`src/rtl/increment_repeat_controller.sv`:
```
// Increment push-button conditioner: synchronise, debounce, then emit one strobe per press
// followed by auto-repeat strobes while held and while the mode FSM grants increments.
module increment_repeat_controller #(
  parameter int DEBOUNCE_CYCLES      = 50000,
  parameter int REPEAT_DELAY_CYCLES  = 25000000,
  parameter int REPEAT_PERIOD_CYCLES = 5000000
) (
  input  logic i_Clock,
  input  logic i_Reset,
  input  logic i_Button,
  input  logic i_Enable_Increment,
  output logic o_Increment,
  output logic o_Button_Level,
  output logic o_Repeating
);

  localparam int DbW      = $clog2(DEBOUNCE_CYCLES);
  localparam int ArmW     = $clog2(DEBOUNCE_CYCLES + 1);
  localparam int TimerMax = (REPEAT_DELAY_CYCLES > REPEAT_PERIOD_CYCLES) ?
                            REPEAT_DELAY_CYCLES : REPEAT_PERIOD_CYCLES;
  localparam int TmrW     = $clog2(TimerMax);

  localparam logic [DbW-1:0]  DbLast     = DbW'(DEBOUNCE_CYCLES - 1);
  localparam logic [ArmW-1:0] ArmLast    = ArmW'(DEBOUNCE_CYCLES);
  localparam logic [TmrW-1:0] DelayLast  = TmrW'(REPEAT_DELAY_CYCLES - 1);
  localparam logic [TmrW-1:0] PeriodLast = TmrW'(REPEAT_PERIOD_CYCLES - 1);

  typedef enum logic [1:0] {
    IDLE   = 2'd0,
    DELAY  = 2'd1,
    REPEAT = 2'd2
  } state_e;

  logic            syncMeta_q;
  logic            syncOut_q;
  logic [DbW-1:0]  dbCnt_q;
  logic            level_q;
  logic            levelPrev_q;
  logic [ArmW-1:0] armCnt_q;
  logic            blocked_q;
  state_e          state_q;
  state_e          state_d;
  logic [TmrW-1:0] timer_q;
  logic [TmrW-1:0] timer_d;
  logic            incr_q;
  logic            incr_d;
  logic            repeating_q;

  logic rise;
  logic startPress;
  logic holdOk;

  assign rise       = level_q & ~levelPrev_q;
  assign startPress = rise & i_Enable_Increment & ~blocked_q;
  assign holdOk     = level_q & i_Enable_Increment;

  always_ff @(posedge i_Clock or posedge i_Reset) begin
    if (i_Reset) begin
      syncMeta_q  <= 1'b0;
      syncOut_q   <= 1'b0;
      dbCnt_q     <= '0;
      level_q     <= 1'b0;
      levelPrev_q <= 1'b0;
    end else begin
      syncMeta_q  <= i_Button;
      syncOut_q   <= syncMeta_q;
      levelPrev_q <= level_q;
      if (syncOut_q == level_q) begin
        dbCnt_q <= '0;
      end else if (dbCnt_q == DbLast) begin
        level_q <= syncOut_q;
        dbCnt_q <= '0;
      end else begin
        dbCnt_q <= dbCnt_q + DbW'(1);
      end
    end
  end

  // A press held through reset must not strobe: stay blocked until the button has been
  // seen released (synchronised and debounced low) for longer than the debounce window.
  always_ff @(posedge i_Clock or posedge i_Reset) begin
    if (i_Reset) begin
      armCnt_q  <= '0;
      blocked_q <= 1'b1;
    end else if (blocked_q) begin
      if (!syncOut_q && !level_q) begin
        if (armCnt_q == ArmLast) begin
          blocked_q <= 1'b0;
          armCnt_q  <= '0;
        end else begin
          armCnt_q <= armCnt_q + ArmW'(1);
        end
      end else begin
        armCnt_q <= '0;
      end
    end
  end

  always_ff @(posedge i_Clock or posedge i_Reset) begin
    if (i_Reset) begin
      state_q     <= IDLE;
      timer_q     <= '0;
      incr_q      <= 1'b0;
      repeating_q <= 1'b0;
    end else begin
      state_q     <= state_d;
      timer_q     <= timer_d;
      incr_q      <= incr_d;
      repeating_q <= (state_d == REPEAT);
    end
  end

  // Release or loss of grant always returns to IDLE, even on a terminal count.
  always_comb begin
    state_d = state_q;
    case (state_q)
      IDLE: begin
        if (startPress) state_d = DELAY;
      end
      DELAY: begin
        if (!holdOk) state_d = IDLE;
        else if (timer_q == DelayLast) state_d = REPEAT;
      end
      REPEAT: begin
        if (!holdOk) state_d = IDLE;
      end
      default: state_d = IDLE;
    endcase
  end

  always_comb begin
    incr_d  = 1'b0;
    timer_d = '0;
    case (state_q)
      IDLE: begin
        incr_d = startPress;
      end
      DELAY: begin
        if (holdOk) begin
          if (timer_q == DelayLast) incr_d = 1'b1;
          else timer_d = timer_q + TmrW'(1);
        end
      end
      REPEAT: begin
        if (holdOk) begin
          if (timer_q == PeriodLast) incr_d = 1'b1;
          else timer_d = timer_q + TmrW'(1);
        end
      end
      default: begin
        incr_d  = 1'b0;
        timer_d = '0;
      end
    endcase
  end

  assign o_Increment    = incr_q;
  assign o_Button_Level = level_q;
  assign o_Repeating    = repeating_q;

endmodule

```
`config.mk`:
```
export PLATFORM = sky130hd
export DESIGN_NAME = increment_repeat_controller
export DESIGN_NICKNAME = d
export VERILOG_FILES = /design/src/rtl/increment_repeat_controller.sv
export SDC_FILE = /design/constraint.sdc
export NUM_CORES = 1
export LEC_CHECK = 0
export CORE_ASPECT_RATIO = 1.75
export CORE_UTILIZATION = 55
export CTS_CLUSTER_DIAMETER = 50
export CTS_CLUSTER_SIZE = 16
export DETAILED_ROUTE_END_ITERATION = 6
export PLACE_DENSITY_LB_ADDON = 0.08
export RECOVER_POWER = 100
export SYNTH_ARGS = -nofsm -noshare
export SYNTH_HDL_FRONTEND = slang
export SYNTH_SLANG_ARGS = --single-unit
```
`constraint.sdc`:
```
create_clock -name i_Clock -period 2.6 [get_ports i_Clock]
set_input_delay 0.26 -clock i_Clock [delete_from_list [all_inputs] [get_ports i_Clock]]
set_output_delay 0.26 -clock i_Clock [all_outputs]
set_load 0.005 [all_outputs]
```
==> impl_metrics.json, run 1 <==
{
  "drive_gt1_share_pct": 7.24,
  "place_hpwl_um": 5510,
  "reg2regPathDepth": 5,
  "grt_util_all_layers_pct": 25.0,
  "yosysSeqAreaShare_pct": 45.9,
  "post_cts_buffers": 0,
  "cts_buffers": 9,
  "synth_ff_type": "dfrtp_1",
  "ios": 7,
  "synth_edf_count": 0,
  "relSlewSlack_pct": -6.63,
  "routed_via_density": 6.22,
  "regToRegStartpoint": "timer_q[0]",
  "async_flop_share_pct": 100,
  "synth.distinct_cells": 48,
  "yosysTopAreaCell": "dfrtp_1",
  "netlist_top_cells_count": "dfrtp_1, nor2_1, a21oi_1",
  "ys_top_cells_by_area": "dfrtp_1, xnor2_1, xor2_1",
  "finalHoldViolations": 0,
  "synth_top_area_share_pct": 45.2,
  "initial_core_util_pct": 57.4,
  "period_share_pct": 82.8,
  "dr.pass1.iters": 5,
  "ff2ff_setup_slack_ns": 0.45,
  "num-fill-cells": 559,
  "ant_nets": 0,
  "p_switching_w": 0.000406,
  "coreArea_um2": 6280,
  "port_buffers": 6,
  "syn_nets": 385,
  "setup_violations": 0,
  "wirelength_um": 7790,
  "yosysWarnings": 0,
  "required_ns": 2.83,
  "grt_max_degree": 67,
  "period_minus_slack_ns": 2.15,
  "finalMaxSlewViolations": 67,
  "pwr-share-seq_pct": 55.5,
  "first_iter_violations": 176,
  "whs_endpoint": "syncOut_q",
  "hp-class": "reg -> reg",
  "worstSetupPathType": "reg -> reg",
  "power_density_nw_per_um2": 480,
  "fin_skew_ns": 0.00779,
  "final_cells": 467,
  "nets": 395,
  "fp.dieH_um": 109,
  "diodes": 0,
  "switching_share_pct": 21.7,
  "end_kind": "flip-flop",
  "fp-row-count": 38,
  "ir_drop_mv": 0.451,
  "cts_buffer_depth": 2,
  "finalSetupTns_ns": 0,
  "max_freq_ghz": 0.465,
  "wl_per_cell_um": 16.7,
  "routed-via-count": 2907,
  "die_w_um": 63.2,
  "cts_hold_buf": 0,
  "start_kind": "flip-flop",
  "antenna_found_initial": 0,
  "yosysMostFrequentCell": "dfrtp_1",
  "grt_pass1_wl_um": 13100,
  "hp-start": "syncMeta_q",
  "finalPower_w": 0.00187,
  "p_int_w": 0.00146,
  "cts_max_level": 3,
  "min_path_cells": 0,
  "seqCellArea_um2": 1650,
  "dieArea_um2": 6890,
  "multi_input_area_um2": 1800,
  "post-route-drc-count": 0,
  "clkTransAtPathRegs_ns": 0.06,
  "grt_pass1_vias": 2849,
  "outcome": "finished, violations left",
  "critPathMaxFanout": 6,
  "cp_data_arrival_time_ns": 2.38,
  "grt_overflow": 0,
  "syn2layout_area_growth_pct": 8.23,
  "place_inst": 451,
  "p_leak_nw": 1.52,
  "violations": "capacitance limit, slew limit",
  "gp_congestion": 0.909,
  "synthCells": 372,
  "avgSynthCellArea_um2": 9.68,
  "synth.ff_latch_count": 66,
  "cts-root-buf": "clkbuf_8",
  "rsz0062_at_grt": "no",
  "cts_resized": 0,
  "worstReg2RegEnd": "state_q[0]",
  "tightestPinTransition_ns": 1.60,
  "clock_power_share_pct": 42.4,
  "cts_num_sinks": 66,
  "p_comb_share_pct": 2.1,
  "syn_area_um2": 3600,
  "insertion_delay_ns": 0.34,
  "cap_violations": 1,
  "cts_tree": "yes"
}
==> power groups by stage <==
stage / combinational [W] / clock, W / sequential, W
floorplan: 0.0000273 / 0 / 0.00106
global placement: 0.0000447 / 0 / 0.00106
detailed placement: 0.0000457 / 0 / 0.00106
CTS: 0.0000454 / 0.000823 / 0.00104
global route: 0.0000481 / 0.000858 / 0.00104
finish: 0.0000394 / 0.000793 / 0.00104
==> cell usage in the layout (no fill, tap or decap), types with 3 or more instances in the layout <==
| master | synthesis | final |
|---|---|---|
| o21ai_0 | 16 | 16 |
| nand3_1 | 22 | 22 |
| nand2_1 | 23 | 23 |
| o211ai_1 | 3 | 3 |
| and2_1 | 6 | 6 |
| clkbuf_1 | 8 | 3 |
| and3_1 | 6 | 6 |
| and4_1 | 9 | 10 |
| o21a_1 | 3 | 3 |
| or3_2 | 3 | 3 |
| or4_1 | 8 | 8 |
| nor2_1 | 28 | 28 |
| clkbuf_8 | 0 | 12 |
| nor4b_1 | 4 | 4 |
| nand4_1 | 20 | 20 |
| inv_1 | 16 | 15 |
| nor3_1 | 7 | 7 |
| o31ai_1 | 8 | 8 |
| dlygate4sd3_1 | 0 | 5 |
| dfrtp_1 | 65 | 65 |
| xor2_1 | 15 | 15 |
| xnor2_1 | 15 | 15 |
| a21oi_1 | 24 | 24 |
| ha_1 | 9 | 9 |
| nor4bb_1 | 3 | 3 |
| or3_1 | 9 | 9 |
| a22oi_1 | 9 | 10 |
| nor4_1 | 8 | 8 |
==> metal layers <==
metal,global-route usage (%),up-vias,routed length (µm)
met5,0,-,0
met4,13.3,0,115
met3,5.75,10,171
met2,45.2,45,4380
met1,26.6,1452,3120
li1,-,1400,-
==> area by class of cell <==
type	count	area share [%]
Clock inverter	2	0.257
Multi-Input combinational cell	278	46.1
Clock buffer	14	4.43
Sequential cell	66	42.4
Tap cell	80	2.57
Timing Repair Buffer	11	2.66
Inverter	16	1.54
==> logic make-up after synthesis <==
group | synth area share, %
xor gates and xnor gates | 7.30
buffers and inverters | 4.00
AOI/OAI and AO/OA | 13.0
DFF | 45.9
and+or+nand+nor | 26.7
adders and majority gates | 3.13
==> worst max path at each step <==
stage / cells after the start / start / to
after floorplan: 7 / timer_q[0] / timer_q[0]
after global placement: 5 / timer_q[0] / state_q[0]
after detailed placement: 5 / timer_q[0] / state_q[0]
after CTS: 5 / timer_q[0] / state_q[0]
after global routing: 3 / i_Reset / timer_q[5]
final: 5 / timer_q[0] / state_q[0]
==> state kept, by name (all words and copies together), names as in the netlist <==
register and cells:
state_q 2, blocked_q 1, syncMeta_q 1, o_Repeating 1, o_Button_Level 1, o_Increment 1
dbCnt_q 16, syncOut_q 1, levelPrev_q 1, armCnt_q 16, timer_q 25
==> metrics by stage <==
| step | cell area (µm²) | hold slack [ns] | setup slack (ns) | utilization, % |
|---|---|---|---|---|
| after global placement | 3740 | 0.365 | 0.593 | 59.6 |
| final | 3900 | 0.366 | 0.448 | 62.1 |
| after CTS | 3920 | 0.313 | 0.527 | 62.5 |
| after floorplan | 3600 | 0.291 | 0.566 | - |
| after detailed placement | 3740 | 0.353 | 0.539 | 59.6 |
| after global routing | 3900 | 0.379 | 0.368 | 62.1 |
==> critical path, cell delays in order (launching register included) <==
cell     delay (ns)
dfrtp_1        0.42
ha_1           0.26
and4_1         0.37
nand2_1        0.14
or4_1          0.61
a22o_1         0.24
(Power assumes the default switching activity.)
==> run 2: changes to the inputs <==
==> constraint.sdc (replaced) <==
create_clock -name i_Clock -period 2.1 [get_ports i_Clock]
set_input_delay 0.21 -clock i_Clock [delete_from_list [all_inputs] [get_ports i_Clock]]
set_output_delay 0.21 -clock i_Clock [all_outputs]
set_load 0.005 [all_outputs]
==> impl_metrics.json, run 2 (synthesis results as in run 1) <==
{
  "outcome": "completed",
  "num-fill-cells": 537,
  "post-route-drc-count": 0,
  "routed-via-count": 2953,
  "first_iter_violations": 172,
  "critPathMaxFanout": 11,
  "fp-row-count": 38,
  "p_leak_nw": 1.57,
  "final_cells": 479,
  "clkTransAtPathRegs_ns": 0.08,
  "grt_pass1_vias": 2931,
  "grt_max_degree": 33,
  "coreArea_um2": 6280,
  "ir_drop_mv": 0.459,
  "cts_buffer_depth": 2,
  "tightestPinTransition_ns": 0.792,
  "cts-root-buf": "clkbuf_8",
  "period_share_pct": 96.6,
  "antenna_found_initial": 0,
  "cts_tree": "yes",
  "ant_nets": 0,
  "period_minus_slack_ns": 2.03,
  "dr.pass1.iters": 4,
  "syn2layout_area_growth_pct": 11.3,
  "fin_skew_ns": 0.00801,
  "grt_pass1_wl_um": 13800,
  "cp_data_arrival_time_ns": 2.30,
  "drive_gt1_share_pct": 11.3,
  "fp.dieH_um": 109,
  "layout_setup_ws_ns": 0.0708,
  "hold-worst-slack_ns": 0.266,
  "cts_buffers": 9,
  "cts_hold_buf": 0,
  "pre_cts_ws_ns": -0.144,
  "wl_per_cell_um": 17.0,
  "final_common_cell": "dfrtp_1",
  "reg_top3": "timer_q (25), armCnt_q (16), dbCnt_q (16)",
  "grt_util_all_layers_pct": 26.5,
  "insertion_delay_ns": 0.34,
  "port_buffers": 6,
  "relSlewSlack_pct": 47.2,
  "routed_via_density": 6.16,
  "grt_overflow": 0,
  "diodes": 0,
  "place_hpwl_um": 5970,
  "nets": 407,
  "largest_register_ffs": 25,
  "layout_common_cells": "dfrtp_1, nor2_1, a21oi_1",
  "cap_violations": 0,
  "rsz0062_at_grt": "no",
  "start_kind": "flip-flop",
  "place_inst": 461,
  "setup_violations": 0,
  "largest-register": "timer_q",
  "hp-class": "in -> async",
  "power_density_nw_per_um2": 600,
  "required_ns": 2.37,
  "worstSetupPathType": "reg -> reg",
  "end_kind": "flip-flop",
  "gp_congestion": 1.00,
  "ios": 7,
  "max_freq_ghz": 0.493,
  "initial_core_util_pct": 57.4,
  "dieArea_um2": 6890,
  "finalHoldViolations": 0,
  "finalMaxSlewViolations": 0,
  "die_w_um": 63.2,
  "cts_num_sinks": 66,
  "cts_max_level": 3,
  "wirelength_um": 8120
}
## run 2: cell count changes in the layout (fill, tap and decap cells not counted), sizes merged
cell,delta
buf,+9
clkinvlp,+2
bufinv,+1
clkinv,-1
inv,+1
## run 2: cell type report
type	count	area, µm²	area share (%)
Clock buffer	11	141	3.53
Clock inverter	5	55.1	1.37
Inverter	16	60.1	1.50
Multi-Input combinational cell	278	1820	45.5
Sequential cell	66	1650	41.2
Tap cell	80	100	2.50
Timing Repair Buffer	23	175	4.37
## run 2: where the power goes
| group | internal [W] | leakage [nW] | switching, W | total, W |
|---|---|---|---|---|
| clock network | 0.000577 | 0.0953 | 0.000492 | 0.00107 |
| logic | 0.0000142 | 0.565 | 0.0000381 | 0.0000523 |
| registers | 0.00128 | 0.912 | 0.00000644 | 0.00128 |
| total | 0.00187 | 1.57 | 0.000537 | 0.00240 |
## run 2: final timing paths
path                            depth (start not counted)       start          end  slack (ns)
worst min-delay path                                    2     i_Reset  dbCnt_q[15]        0.27
max in group asynchronous                               3     i_Reset   timer_q[1]        0.74
worst min register to register                          0  syncMeta_q    syncOut_q        0.35
worst max-delay path                                    4  timer_q[6]  timer_q[21]        0.07
worst max register to register                          4  timer_q[6]  timer_q[21]        0.07
min in group i_Clock                                    0  syncMeta_q    syncOut_q        0.35
## run 2: what timing repair did
| item | in CTS | in global routing |
|---|---|---|
| gates resized for setup | 1 | 3 |
| buffers inserted | 0 | 2 |
| endpoints found under the hold margin | 0 | 0 |
| setup endpoints to repair | 27 | 2 |
## run 2: metrics by stage
stage	setup TNS, ns	util (%)	instance area (µm²)	total power (W)
6_report	0	63.9	4010	0.00240
5_1_grt	0	63.9	4010	0.00248
4_1_cts	0	63.6	3990	0.00243
3_5_place_dp	-0.535	60.4	3790	0.00137
3_3_place_gp	-0.176	60.4	3790	0.00136
2_1_floorplan	0	-	3600	0.00134
## run 2: worst max-delay path: stages (launching register included)
cell     delay (ns)
dfrtp_1        0.50
nand2_1        0.18
or4_4          0.58
or4_1          0.54
a22oi_2        0.15
## run 2: layer usage
layer	global-route usage, %	up-vias	part of all wire (%)
met5	0	-	0
met4	15.0	0	3.7
met3	5.86	21	2.1
met2	48.8	48	56
met1	27.2	1454	38
li1	-	1430	-
==> run 3: changes to the inputs <==
==> constraint.sdc (replaced) <==
create_clock -name i_Clock -period 2.2 [get_ports i_Clock]
set_input_delay 0.22 -clock i_Clock [delete_from_list [all_inputs] [get_ports i_Clock]]
set_output_delay 0.22 -clock i_Clock [all_outputs]
set_load 0.005 [all_outputs]
==> impl_metrics.json, run 3 (synthesis results as in run 1) <==
{
  "layout_common_cells": "dfrtp_1, nor2_1, a21oi_1",
  "post-route-drc-count": 0,
  "ant_nets": 0,
  "grt_util_all_layers_pct": 25.9,
  "ios": 7,
  "ir_drop_mv": 0.436,
  "p_leak_nw": 1.54,
  "p_int_w": 0.00178,
  "initial_core_util_pct": 57.4,
  "routed_via_density": 6.29,
  "finalHoldViolations": 0,
  "routed-via-count": 2964,
  "fp-row-count": 38,
  "outcome": "completed",
  "grt_use_met1_pct": 26.7,
  "cts_resized": 0,
  "fp.dieH_um": 109,
  "dr.pass1.iters": 4,
  "hp-class": "in -> async",
  "post_cts_buffers": 0,
  "cts_buffers": 9,
  "cap_violations": 0,
  "tightestPinTransition_ns": 0.711,
  "gr-usage-met2_pct": 46.5,
  "regToRegStartpoint": "timer_q[17]",
  "dieArea_um2": 6890,
  "place_hpwl_um": 5720,
  "ff2ff_setup_slack_ns": 0.10,
  "reg_top3": "timer_q (25), armCnt_q (16), dbCnt_q (16)",
  "p_switching_w": 0.000484,
  "reg2regPathDepth": 5,
  "final_common_cell": "dfrtp_1",
  "rsz0062_at_grt": "no",
  "cp_data_arrival_time_ns": 2.33,
  "cts_tree": "yes",
  "grt-busiest-layer": "met2",
  "cts_hold_buf": 0,
  "insertion_delay_ns": 0.35,
  "cts_num_sinks": 66,
  "relSlewSlack_pct": 52.6,
  "max_freq_ghz": 0.477,
  "required_ns": 2.44,
  "start_kind": "flip-flop",
  "cts-root-buf": "clkbuf_8",
  "first_iter_violations": 197,
  "drive_gt1_share_pct": 8.70,
  "nets": 400,
  "grt_overflow": 0,
  "pwr-share-seq_pct": 54.2,
  "worstSetupPathType": "reg -> reg",
  "cts_max_level": 3,
  "coreArea_um2": 6280,
  "port_buffers": 6,
  "worstReg2RegEnd": "timer_q[20]",
  "p_comb_share_pct": 2.1,
  "wl_per_cell_um": 16.8,
  "layout_setup_ws_ns": 0.104,
  "setup_violations": 0,
  "fin_skew_ns": 0.00624,
  "switching_share_pct": 21.4,
  "grt_pass1_wl_um": 13500,
  "finalMaxSlewViolations": 0,
  "use_met3_pct": 5.75,
  "wirelength_um": 7890,
  "critPathMaxFanout": 11,
  "clock_power_share_pct": 43.7,
  "finalSetupTns_ns": 0,
  "power_density_nw_per_um2": 575,
  "pre_cts_ws_ns": 0.165,
  "syn2layout_area_growth_pct": 9.21,
  "antenna_found_initial": 0,
  "largest-register": "timer_q",
  "grt_pass1_vias": 2899,
  "largest_register_ffs": 25,
  "period_share_pct": 95.3,
  "period_minus_slack_ns": 2.10,
  "clkTransAtPathRegs_ns": 0.07,
  "gp_congestion": 0.914,
  "end_kind": "flip-flop",
  "cts_buffer_depth": 2,
  "diodes": 0,
  "grt_max_degree": 54,
  "die_w_um": 63.2
}
==> run 3: worst max-delay path by stage <==
stage	start	end	slack [ns]
floorplan	timer_q[0]	timer_q[0]	0.17
global placement	timer_q[17]	timer_q[20]	0.22
detailed placement	timer_q[6]	timer_q[20]	0.17
CTS	timer_q[6]	timer_q[20]	0.15
global route	timer_q[0]	o_Repeating	0.04
finish	timer_q[17]	timer_q[20]	0.10
==> run 3: routing by layer <==
| metal | vias to the layer above | part of all wire (%) |
|---|---|---|
| met1 | 1455 | 38 |
| met5 | - | 0 |
| met4 | 0 | 5.0 |
| li1 | 1414 | - |
| met2 | 66 | 54 |
| met3 | 29 | 3.2 |
==> run 3: power groups by stage <==
stage               clock network (W)  registers [W]  logic [W]
global placement                    0        0.00125  0.0000528
floorplan                           0        0.00125  0.0000323
CTS                           0.00101        0.00123  0.0000540
finish                       0.000988        0.00123  0.0000471
detailed placement                  0        0.00125  0.0000539
global route                  0.00105        0.00123  0.0000573
==> run 3: final cells by class <==
type                            instances  area, µm²
Multi-Input combinational cell        278       1800
Sequential cell                        66       1650
Tap cell                               80        100
Timing Repair Buffer                   16        131
Clock buffer                           12        145
Clock inverter                          3       40.0
Inverter                               16       60.1
Fill cell                             555       2340
==> run 3: per-stage QoR <==
stage / power, W / utilization (%) / cell area (µm²) / instances / hold WS [ns]
after global placement: 0.00130 / 60.0 / 3760 / 456 / 0.333
final: 0.00226 / 62.7 / 3930 / 471 / 0.340
after floorplan: 0.00128 / - / 3600 / 372 / 0.251
after CTS: 0.00229 / 62.9 / 3950 / 471 / 0.156
after global routing: 0.00234 / 62.7 / 3930 / 471 / 0.355
after detailed placement: 0.00130 / 60.0 / 3760 / 456 / 0.337
==> run 3: critical path: stages, from the launching register on <==
cell	delay (ns)
dfrtp_1	0.44
nor4b_1	0.53
nand4_1	0.25
o211ai_1	0.30
buf_4	0.23
o2bb2a_1	0.23
